===== src/rtl/usb_pkt_pkg.sv =====
// Shared types and constants for the USB packet parser: FSM states,
// PID classes, completion codes and CRC16 parameters.
package usb_pkt_pkg;

  typedef enum logic [1:0] {
    ST_IDLE   = 2'd0,
    ST_BODY   = 2'd1,
    ST_DRAIN  = 2'd2,
    ST_FINISH = 2'd3
  } state_t;

  // PID[1:0] packet classes
  localparam logic [1:0] PT_SPECIAL   = 2'b00;
  localparam logic [1:0] PT_TOKEN     = 2'b01;
  localparam logic [1:0] PT_HANDSHAKE = 2'b10;
  localparam logic [1:0] PT_DATA      = 2'b11;

  localparam logic [1:0] ERR_OK  = 2'b00;
  localparam logic [1:0] ERR_PID = 2'b01;
  localparam logic [1:0] ERR_CRC = 2'b10;
  localparam logic [1:0] ERR_LEN = 2'b11;

  localparam logic [15:0] CRC16_POLY     = 16'hA001;
  localparam logic [15:0] CRC16_INIT     = 16'hFFFF;
  localparam logic [15:0] CRC16_RESIDUAL = 16'hB001;

endpackage


===== src/rtl/usb_crc16_byte.sv =====
// One-byte step of the reflected USB CRC16, bits consumed LSB first.
module usb_crc16_byte
  import usb_pkt_pkg::*;
(
  input  logic [15:0] crc_i,
  input  logic [7:0]  data_i,
  output logic [15:0] crc_o
);

  always_comb begin
    crc_o = crc_i;
    for (int i = 0; i < 8; i++) begin
      if (crc_o[0] ^ data_i[i]) crc_o = (crc_o >> 1) ^ CRC16_POLY;
      else                      crc_o = crc_o >> 1;
    end
  end

endmodule


===== src/rtl/usb_packet_parser.sv =====
// Pops the USB RX FIFO, validates and classifies each packet, streams
// payload bytes (withholding the data CRC) and reports one status per packet.
module usb_packet_parser
  import usb_pkt_pkg::*;
(
  input  logic       clk,
  input  logic       n_rst,
  input  logic       empty,
  input  logic [7:0] r_data,
  input  logic       rcving,
  input  logic       r_error,
  output logic       r_enable,
  output logic       pkt_start,
  output logic [3:0] pid,
  output logic       pay_valid,
  output logic [7:0] pay_data,
  output logic       pkt_done,
  output logic       pkt_ok,
  output logic [1:0] err_code
);

  state_t      state_q;
  logic [3:0]  pid_q;
  logic [15:0] crc_q, crc_d;
  logic [7:0]  hold_old_q, hold_new_q;
  logic [1:0]  hold_cnt_q;
  logic [2:0]  cnt_q, cnt_d;
  logic        rx_err_q, pid_err_q;
  logic        pkt_start_q, pay_valid_q, pkt_done_q, pkt_ok_q;
  logic [7:0]  pay_data_q;
  logic [1:0]  err_code_q, err_d;
  logic [1:0]  ptype;
  logic        pid_valid, pkt_end, len_bad;

  assign r_enable  = (state_q != ST_FINISH) && !empty;
  assign pid_valid = (r_data[7:4] == ~r_data[3:0]);
  assign pkt_end   = !rcving && empty;
  assign ptype     = pid_q[1:0];
  assign cnt_d     = (cnt_q == 3'd7) ? 3'd7 : cnt_q + 3'd1;

  usb_crc16_byte u_crc (
    .crc_i  (crc_q),
    .data_i (r_data),
    .crc_o  (crc_d)
  );

  always_comb begin
    len_bad = 1'b0;
    unique case (ptype)
      PT_DATA:      len_bad = (cnt_q < 3'd2);
      PT_HANDSHAKE: len_bad = (cnt_q != 3'd0);
      default:      len_bad = (cnt_q != 3'd2);
    endcase
  end

  // r_error is folded in directly so an error in the end cycle still counts
  always_comb begin
    err_d = ERR_OK;
    if (pid_err_q)                                    err_d = ERR_PID;
    else if (rx_err_q || r_error || len_bad)          err_d = ERR_LEN;
    else if (ptype == PT_DATA && crc_q != CRC16_RESIDUAL) err_d = ERR_CRC;
  end

  always_ff @(posedge clk) begin
    if (!n_rst) begin
      state_q     <= ST_IDLE;
      pid_q       <= '0;
      crc_q       <= CRC16_INIT;
      hold_old_q  <= '0;
      hold_new_q  <= '0;
      hold_cnt_q  <= '0;
      cnt_q       <= '0;
      rx_err_q    <= 1'b0;
      pid_err_q   <= 1'b0;
      pkt_start_q <= 1'b0;
      pay_valid_q <= 1'b0;
      pay_data_q  <= '0;
      pkt_done_q  <= 1'b0;
      pkt_ok_q    <= 1'b0;
      err_code_q  <= '0;
    end else begin
      pkt_start_q <= 1'b0;
      pay_valid_q <= 1'b0;
      pkt_done_q  <= 1'b0;
      unique case (state_q)
        ST_IDLE: if (r_enable) begin
          cnt_q      <= '0;
          crc_q      <= CRC16_INIT;
          hold_cnt_q <= '0;
          rx_err_q   <= 1'b0;
          if (pid_valid) begin
            pid_q       <= r_data[3:0];
            pkt_start_q <= 1'b1;
            pid_err_q   <= 1'b0;
            state_q     <= ST_BODY;
          end else begin
            pid_err_q <= 1'b1;
            state_q   <= ST_DRAIN;
          end
        end
        ST_BODY, ST_DRAIN: begin
          if (r_error) rx_err_q <= 1'b1;
          if (pkt_end) begin
            state_q    <= ST_FINISH;
            pkt_done_q <= 1'b1;
            err_code_q <= err_d;
            pkt_ok_q   <= (err_d == ERR_OK);
          end else if (r_enable) begin
            cnt_q <= cnt_d;
            if (state_q == ST_BODY) begin
              if (ptype == PT_DATA) begin
                // two-byte holdoff keeps the trailing CRC off pay_data
                crc_q      <= crc_d;
                hold_new_q <= r_data;
                hold_old_q <= hold_new_q;
                if (hold_cnt_q == 2'd2) begin
                  pay_valid_q <= 1'b1;
                  pay_data_q  <= hold_old_q;
                end else begin
                  hold_cnt_q <= hold_cnt_q + 2'd1;
                end
              end else if (ptype != PT_HANDSHAKE) begin
                pay_valid_q <= 1'b1;
                pay_data_q  <= r_data;
              end
            end
          end
        end
        ST_FINISH: state_q <= ST_IDLE;
        default:   state_q <= ST_IDLE;
      endcase
    end
  end

  assign pkt_start = pkt_start_q;
  assign pid       = pid_q;
  assign pay_valid = pay_valid_q;
  assign pay_data  = pay_data_q;
  assign pkt_done  = pkt_done_q;
  assign pkt_ok    = pkt_ok_q;
  assign err_code  = err_code_q;

endmodule


===== config.mk =====
export PLATFORM = sky130hd
export DESIGN_NAME = usb_packet_parser
export DESIGN_NICKNAME = d
export VERILOG_FILES = /design/src/rtl/usb_pkt_pkg.sv /design/src/rtl/usb_crc16_byte.sv /design/src/rtl/usb_packet_parser.sv
export SDC_FILE = /design/constraint.sdc
export NUM_CORES = 1
export LEC_CHECK = 0
export CAP_MARGIN = 0
export CORE_ASPECT_RATIO = 0.6
export CORE_MARGIN = 5
export CORE_UTILIZATION = 30
export DETAILED_ROUTE_END_ITERATION = 8
export PLACE_DENSITY_LB_ADDON = 0.1
export SYNTH_ARGS = -nofsm -noshare
export SYNTH_HDL_FRONTEND = slang
export SYNTH_HIERARCHICAL = 1
export SYNTH_SLANG_ARGS = --single-unit

===== constraint.sdc =====
create_clock -name clk -period 2.25 [get_ports clk]
set_clock_uncertainty 0.1 [all_clocks]
set_input_delay 0.5625 -clock clk [delete_from_list [all_inputs] [get_ports clk]]
set_output_delay 0.5625 -clock clk [all_outputs]
set_load 0.01 [all_outputs]

# Word-level counts from Yosys, hierarchy flattened

Index checks and enable logic that the tools add are counted.

Add/subtract/negate cells: 2
Order comparisons: 1
Equality and inequality tests: 21
Muxes and demuxes: 46
Bitwise operators: 22
Reduce and logical (&&, ||, !) cells: 26

Operators by type and width:

| kind                                           | count |
|---|---|
| 2-to-1 mux 16 bit                              | 13 |
| one-hot mux 16 bit (2 select lines)            | 1 |
| 2-to-1 mux 2 bit                               | 12 |
| 2-to-1 mux 8 bit                               | 3 |
| NOT 2 -> 3 bit                                 | 8 |
| inequality test 2 bit (second input constant)  | 10 |
| inequality test 16 bit (second input constant) | 1 |
| 2-to-1 mux 3 bit                               | 4 |
| AND reduction 6 bit                            | 2 |
| == test 2 bit (second input constant)          | 5 |
| AND reduction 3 bit                            | 3 |
| 2-to-1 mux 1 bit                               | 8 |
| AND reduction 2 bit                            | 4 |
| bitwise XOR 1 bit                              | 8 |
| AND reduction 7 bit                            | 1 |
| one-hot mux 2 bit (3 select lines)             | 1 |
| one-hot mux 3 bit (2 select lines)             | 1 |
| NOT 1 bit                                      | 5 |
| AND reduction 5 bit                            | 1 |
| OR reduction 5 bit                             | 1 |
| == test 4 bit                                  | 1 |
| logical NOT 2 bit                              | 2 |
| NOT 4 bit                                      | 1 |
| one-hot mux 1 bit (2 select lines)             | 2 |
| 15 further kinds                               | 20 |

Register bits after elaboration: 59
Bits of input ports: 13
Output and inout port bits: 19
Word-level logic and storage cells: 133

# Logic depth before layout (Yosys ltp)

Word-level depth: 21
Mapped depth: 8

# By module

Netlist, hierarchy kept.

By module, submodules not included:

| module            | times used | cells an instance | area an instance (um^2) | sequential area each (um^2) |
|---|---|---|---|---|
| usb_packet_parser | 1          | 300               | 2695.1                  | 1181.1 |
| usb_crc16_byte    | 1          | 26                | 251.5                   | 0.0 |

# Least setup slack after synthesis

OpenSTA, ideal clock, no wires.

Kind: input port to flip-flop
Start point: input port r_data[2]
End point: register crc_q[0]
Arrival: 2.053 ns
Data required time: 2.022 ns
Setup slack: -0.031 ns
Stages: 7
Path buffers: 0
Cells stage by stage: xnor2_1 xnor2_1 xor3_2 xnor3_1 nand4b_1 o21ai_1 nand2_1

Word-level cells in the longest chain between the ends: 17

RTL lines:

| what                                | line                     | text |
|---|---|---|
| from (decl)                         | usb_packet_parser.sv:9   | `input logic [7:0] r_data,` |
| bitwise XOR 1 bit                   | usb_crc16_byte.sv:13     | `if (crc_o[0] ^ data_i[i]) crc_o = (crc_o >> 1) ^ CRC16_POLY;` |
| 2-to-1 mux 16 bit                   | usb_crc16_byte.sv:13     |  |
| bitwise XOR 1 bit                   | usb_crc16_byte.sv:13     |  |
| 2-to-1 mux 16 bit                   | usb_crc16_byte.sv:13     |  |
| bitwise XOR 1 bit                   | usb_crc16_byte.sv:13     |  |
| 2-to-1 mux 16 bit                   | usb_crc16_byte.sv:13     |  |
| bitwise XOR 1 bit                   | usb_crc16_byte.sv:13     |  |
| 2-to-1 mux 16 bit                   | usb_crc16_byte.sv:13     |  |
| [... 2 more ...]                    | -                        |  |
| bitwise XOR 1 bit                   | usb_crc16_byte.sv:13     |  |
| 2-to-1 mux 16 bit                   | usb_crc16_byte.sv:13     |  |
| via crc_d[0]                        | usb_packet_parser.sv:24  | `logic [15:0] crc_q, crc_d;` |
| 2-to-1 mux 16 bit                   | usb_packet_parser.sv:111 | `if (ptype == PT_DATA) begin` |
| 2-to-1 mux 16 bit                   | usb_packet_parser.sv:110 | `if (state_q == ST_BODY) begin` |
| 2-to-1 mux 16 bit                   | usb_packet_parser.sv:108 | `end else if (r_enable) begin` |
| 2-to-1 mux 16 bit                   | usb_packet_parser.sv:103 | `if (pkt_end) begin` |
| one-hot mux 16 bit (2 select lines) | usb_packet_parser.sv:85  | `unique case (state_q)` |
| to (signal assigned)                | usb_packet_parser.sv:113 | `crc_q <= crc_d;` |
| to (decl)                           | usb_packet_parser.sv:24  |  |

The timed path passes the listed nets, and every way through them passes these cells. The select of a mux whose other input is x is not followed.
A chain may end at the register's enable or synchronous reset.

# Worst setup path in the final report

Start point: input port r_data[1]
End point: register crc_q[15]

Word-level cells in the longest chain between the ends: 19

RTL lines:

| what                                | line |
|---|---|
| bitwise XOR 1 bit                   | usb_crc16_byte.sv:13 |
| 2-to-1 mux 16 bit                   | usb_crc16_byte.sv:13 |
| bitwise XOR 1 bit                   | usb_crc16_byte.sv:13 |
| 2-to-1 mux 16 bit                   | usb_crc16_byte.sv:13 |
| bitwise XOR 1 bit                   | usb_crc16_byte.sv:13 |
| 2-to-1 mux 16 bit                   | usb_crc16_byte.sv:13 |
| bitwise XOR 1 bit                   | usb_crc16_byte.sv:13 |
| 2-to-1 mux 16 bit                   | usb_crc16_byte.sv:13 |
| [... 4 more ...]                    | - |
| bitwise XOR 1 bit                   | usb_crc16_byte.sv:13 |
| 2-to-1 mux 16 bit                   | usb_crc16_byte.sv:13 |
| via crc_d[15]                       | usb_packet_parser.sv:24 |
| 2-to-1 mux 16 bit                   | usb_packet_parser.sv:111 |
| 2-to-1 mux 16 bit                   | usb_packet_parser.sv:110 |
| 2-to-1 mux 16 bit                   | usb_packet_parser.sv:108 |
| 2-to-1 mux 16 bit                   | usb_packet_parser.sv:103 |
| one-hot mux 16 bit (2 select lines) | usb_packet_parser.sv:85 |

The timed path passes the listed nets, and every way through them passes these cells. The select of a mux whose other input is x is not followed.

==> impl_metrics.tcl <==
set metrics [dict create \
    cts_tree "yes" \
    cap_viol_max_count 0 \
    drv_slew 0 \
    finalSetupViolations 0 \
    hold_buffers 0 \
    vias 2448 \
    clk_pin_slew_ns 0.05 \
    reg2reg_slack_ns 0.15 \
    avgSynthCellArea_um2 9.039 \
    async_reset_ff_frac 0 \
    drive_gt1_frac 0.1859 \
    finalWorstSetupSlack_ns 0.1160 \
    fmax_mhz 468.6 \
    hp-class "flop to flop" \
    antenna_found_initial 0 \
    synth_seq_cells 59 \
    synth-edff-count 0 \
    numCtsBuffers 9 \
    via_per_inst 4.735 \
    fillers 971 \
    drc 0 \
    cp_data_arrival_time_ns 2.23 \
    utilization 0.4035 \
    period_share 0.9485 \
    gp_congestion 0.7585 \
    die_area_mm2 0.01197 \
    rsz0062_at_grt "false" \
    dpl.hpwl_um 6141 \
    synth_flop_cell "dfxtp_1" \
    slew_headroom 0.6741 \
    multiInputGateArea_mm2 0.001667 \
    cts_root_buffer "clkbuf_16" \
    initial_core_util 0.3025 \
    crit_chain "dlygate4sd2_1 > xnor2_2 > xnor2_2 > xor3_2 > buf_4 > xnor2_1 > nand4b_1 > o21ai_1 > nand2_1" \
    cp_common_cell "xnor2_2" \
    crit_path_start "r_data[1]" \
    p_leak_nw 1.621 \
    die_h_um 86.77 \
    crit_path_max_incr_delay_ns 0.39 \
    post_dp_cell_area_mm2 0.003605 \
    min_from "pkt_ok" \
    hold_depth 2 \
    clockBufferDepth 2 \
    area_delta_synth_final_pct 33.38 \
    slowest_stage "xor3_2" \
    place_ws_ns -0.5443 \
    seq_area_frac_synth 0.4008 \
    min_to "pkt_ok" \
    instances_no_fill 517 \
    worst_r2r_path_depth 8 \
    worst_pin_slew_ns 0.4820 \
    gr-total-overflow 0 \
    grt_pass1_vias 2331 \
    insertion_delay_ns 0.32 \
    io_pins 32 \
    grt_max_degree 37 \
    syn_area_mm2 0.002947 \
    post-place-cells 498 \
    final_nets 400 \
    wl_per_cell_um 15.95 \
    htreeDepth 3 \
    r2r-start "crc_q[5]" \
    drt_iter0_markers 109 \
    p_total_mw 3.409 \
    grt_util_all_layers 0.1485 \
    synthesis.nets 349 \
    yosys_warnings 6 \
    wl_um 8247 \
    power.density_mw_per_mm2 867.5 \
    io_buffer_count 31 \
    coreArea_mm2 0.009739 \
    fin_setup_tns_ns 0 \
    ant_nets 0 \
    start_kind "input port" \
    crit_path_end_kind "flop" \
    stdcell_area_mm2 0.003930 \
    timing.rr.end "crc_q[15]" \
    whs_ns 0.3503 \
    irDropWorstVdd_v 0.0003887 \
    firstDrtPassIters 4 \
    die_w_um 137.9 \
    layout.area.seq_mm2 0.001182 \
    diodes 0 \
    status "completed" \
    required_ns 2.35 \
    fin_crit_ns 2.134 \
    worstSetupPathType "input port to flop" \
    synth_cells 326 \
    finalHoldViolCount 0 \
    grt_pass1_wl_um 13240 \
    synth_cell_types 57 \
    cts.sinks 59 \
    cp_max_fo 2 \
    rows 28 \
]
-- flip-flops by register name, summed over array words and instances (netlist names), 2 cells and up --
name        cells
crc_q          16
hold_new_q      8
hold_old_q      8
pay_data        8
pid             4
cnt_q           3
err_code        2
hold_cnt_q      2
state_q         2
-- cell usage after synthesis, types with 2 or more instances --
| cell type | count | share of area |
|---|---|---|
| dfxtp_1 | 59 | 0.40 |
| o21ai_0 | 4 | 0.0068 |
| nand4_1 | 2 | 0.0042 |
| xnor2_1 | 15 | 0.045 |
| nand4b_1 | 16 | 0.048 |
| mux2i_1 | 20 | 0.068 |
| buf_4 | 6 | 0.015 |
| nand2_1 | 32 | 0.041 |
| nor2_1 | 33 | 0.042 |
| nand3_1 | 14 | 0.024 |
| clkbuf_1 | 15 | 0.019 |
| buf_2 | 4 | 0.0068 |
| nor4b_1 | 2 | 0.0059 |
| a311oi_1 | 8 | 0.024 |
| a21o_1 | 2 | 0.0051 |
| inv_1 | 7 | 0.0089 |
| and2_1 | 2 | 0.0042 |
| nor3_1 | 2 | 0.0034 |
| ha_1 | 10 | 0.042 |
| o21ai_1 | 20 | 0.034 |
| xor2_1 | 8 | 0.024 |
| a21oi_1 | 10 | 0.017 |
-- worst max path at each step --
stage / endpoint / slack, ns / cells past startpoint
2_1_floorplan: crc_q[0] / 0.01 / 7
3_3_place_gp: crc_q[0] / -0.55 / 8
3_5_place_dp: crc_q[0] / -0.54 / 8
4_1_cts: crc_q[0] / 0.01 / 8
5_1_grt: crc_q[0] / 0.03 / 7
6_report: crc_q[15] / 0.12 / 9
-- area by class of cell --
type                       instances  share of cell area
multi-input combinational        232              0.4241
sequential                        59              0.3009
timing repair buffer              67              0.1531
clock buffer                      11             0.06431
tap                              135             0.04298
inverter                           8            0.007641
clock inverter                     5            0.007004
-- placed cells by master, fill, tap and decap left out, types with 2 or more instances in the layout --
cell	instances
a21o_1	2
a21oi_1	10
a311oi_1	8
and2_1	2
buf_12	3
buf_4	33
clkbuf_16	9
clkbuf_2	2
clkbuf_8	2
clkdlybuf4s50_1	24
clkinv_2	4
dfxtp_1	58
dlygate4sd2_1	5
ha_1	10
inv_1	7
mux2i_1	20
nand2_1	32
nand3_1	14
nand4_1	2
nand4b_1	16
nor2_1	33
nor3_1	2
nor4b_1	2
o21ai_0	4
o21ai_1	20
xnor2_1	7
xnor2_2	8
xor2_1	7
-- metal layers --
layer	GRT usage	routed length [um]	up-vias
met3	0.05046	486	2
met4	0.04036	38	0
met2	0.1881	3111	48
met1	0.2320	4610	1145
li1	-	-	1253
met5	0	0	-
-- worst max-delay path, delay by kind of cell --
kind            cells  cell delay (ns)
compound gates      1             0.09
xor+xnor            4             0.91
buf+inv             2             0.45
simple gates        2             0.22
-- kinds of logic after synthesis --
kind of cell / Yosys count / share of synthesized area
buf+inv: 35 / 0.05647
flops: 59 / 0.4008
compound gates: 58 / 0.1342
mux: 20 / 0.06794
fa+ha+maj: 10 / 0.04246
xor+xnor: 25 / 0.08450
simple gates: 119 / 0.2136
-- timing repair --
action                     CTS  global route
buffers inserted             2             1
resized for setup           11             6
pin swaps                    6             5
setup endpoints to repair    4             4
-- report_power, final --
group          switching [mW]  total (mW)  internal (mW)
Clock                   0.463        1.26          0.795
Combinational           0.528       0.968          0.440
Sequential             0.0590        1.18           1.12
Total                    1.05        3.41           2.36
Power figures use the tool's default switching activity.
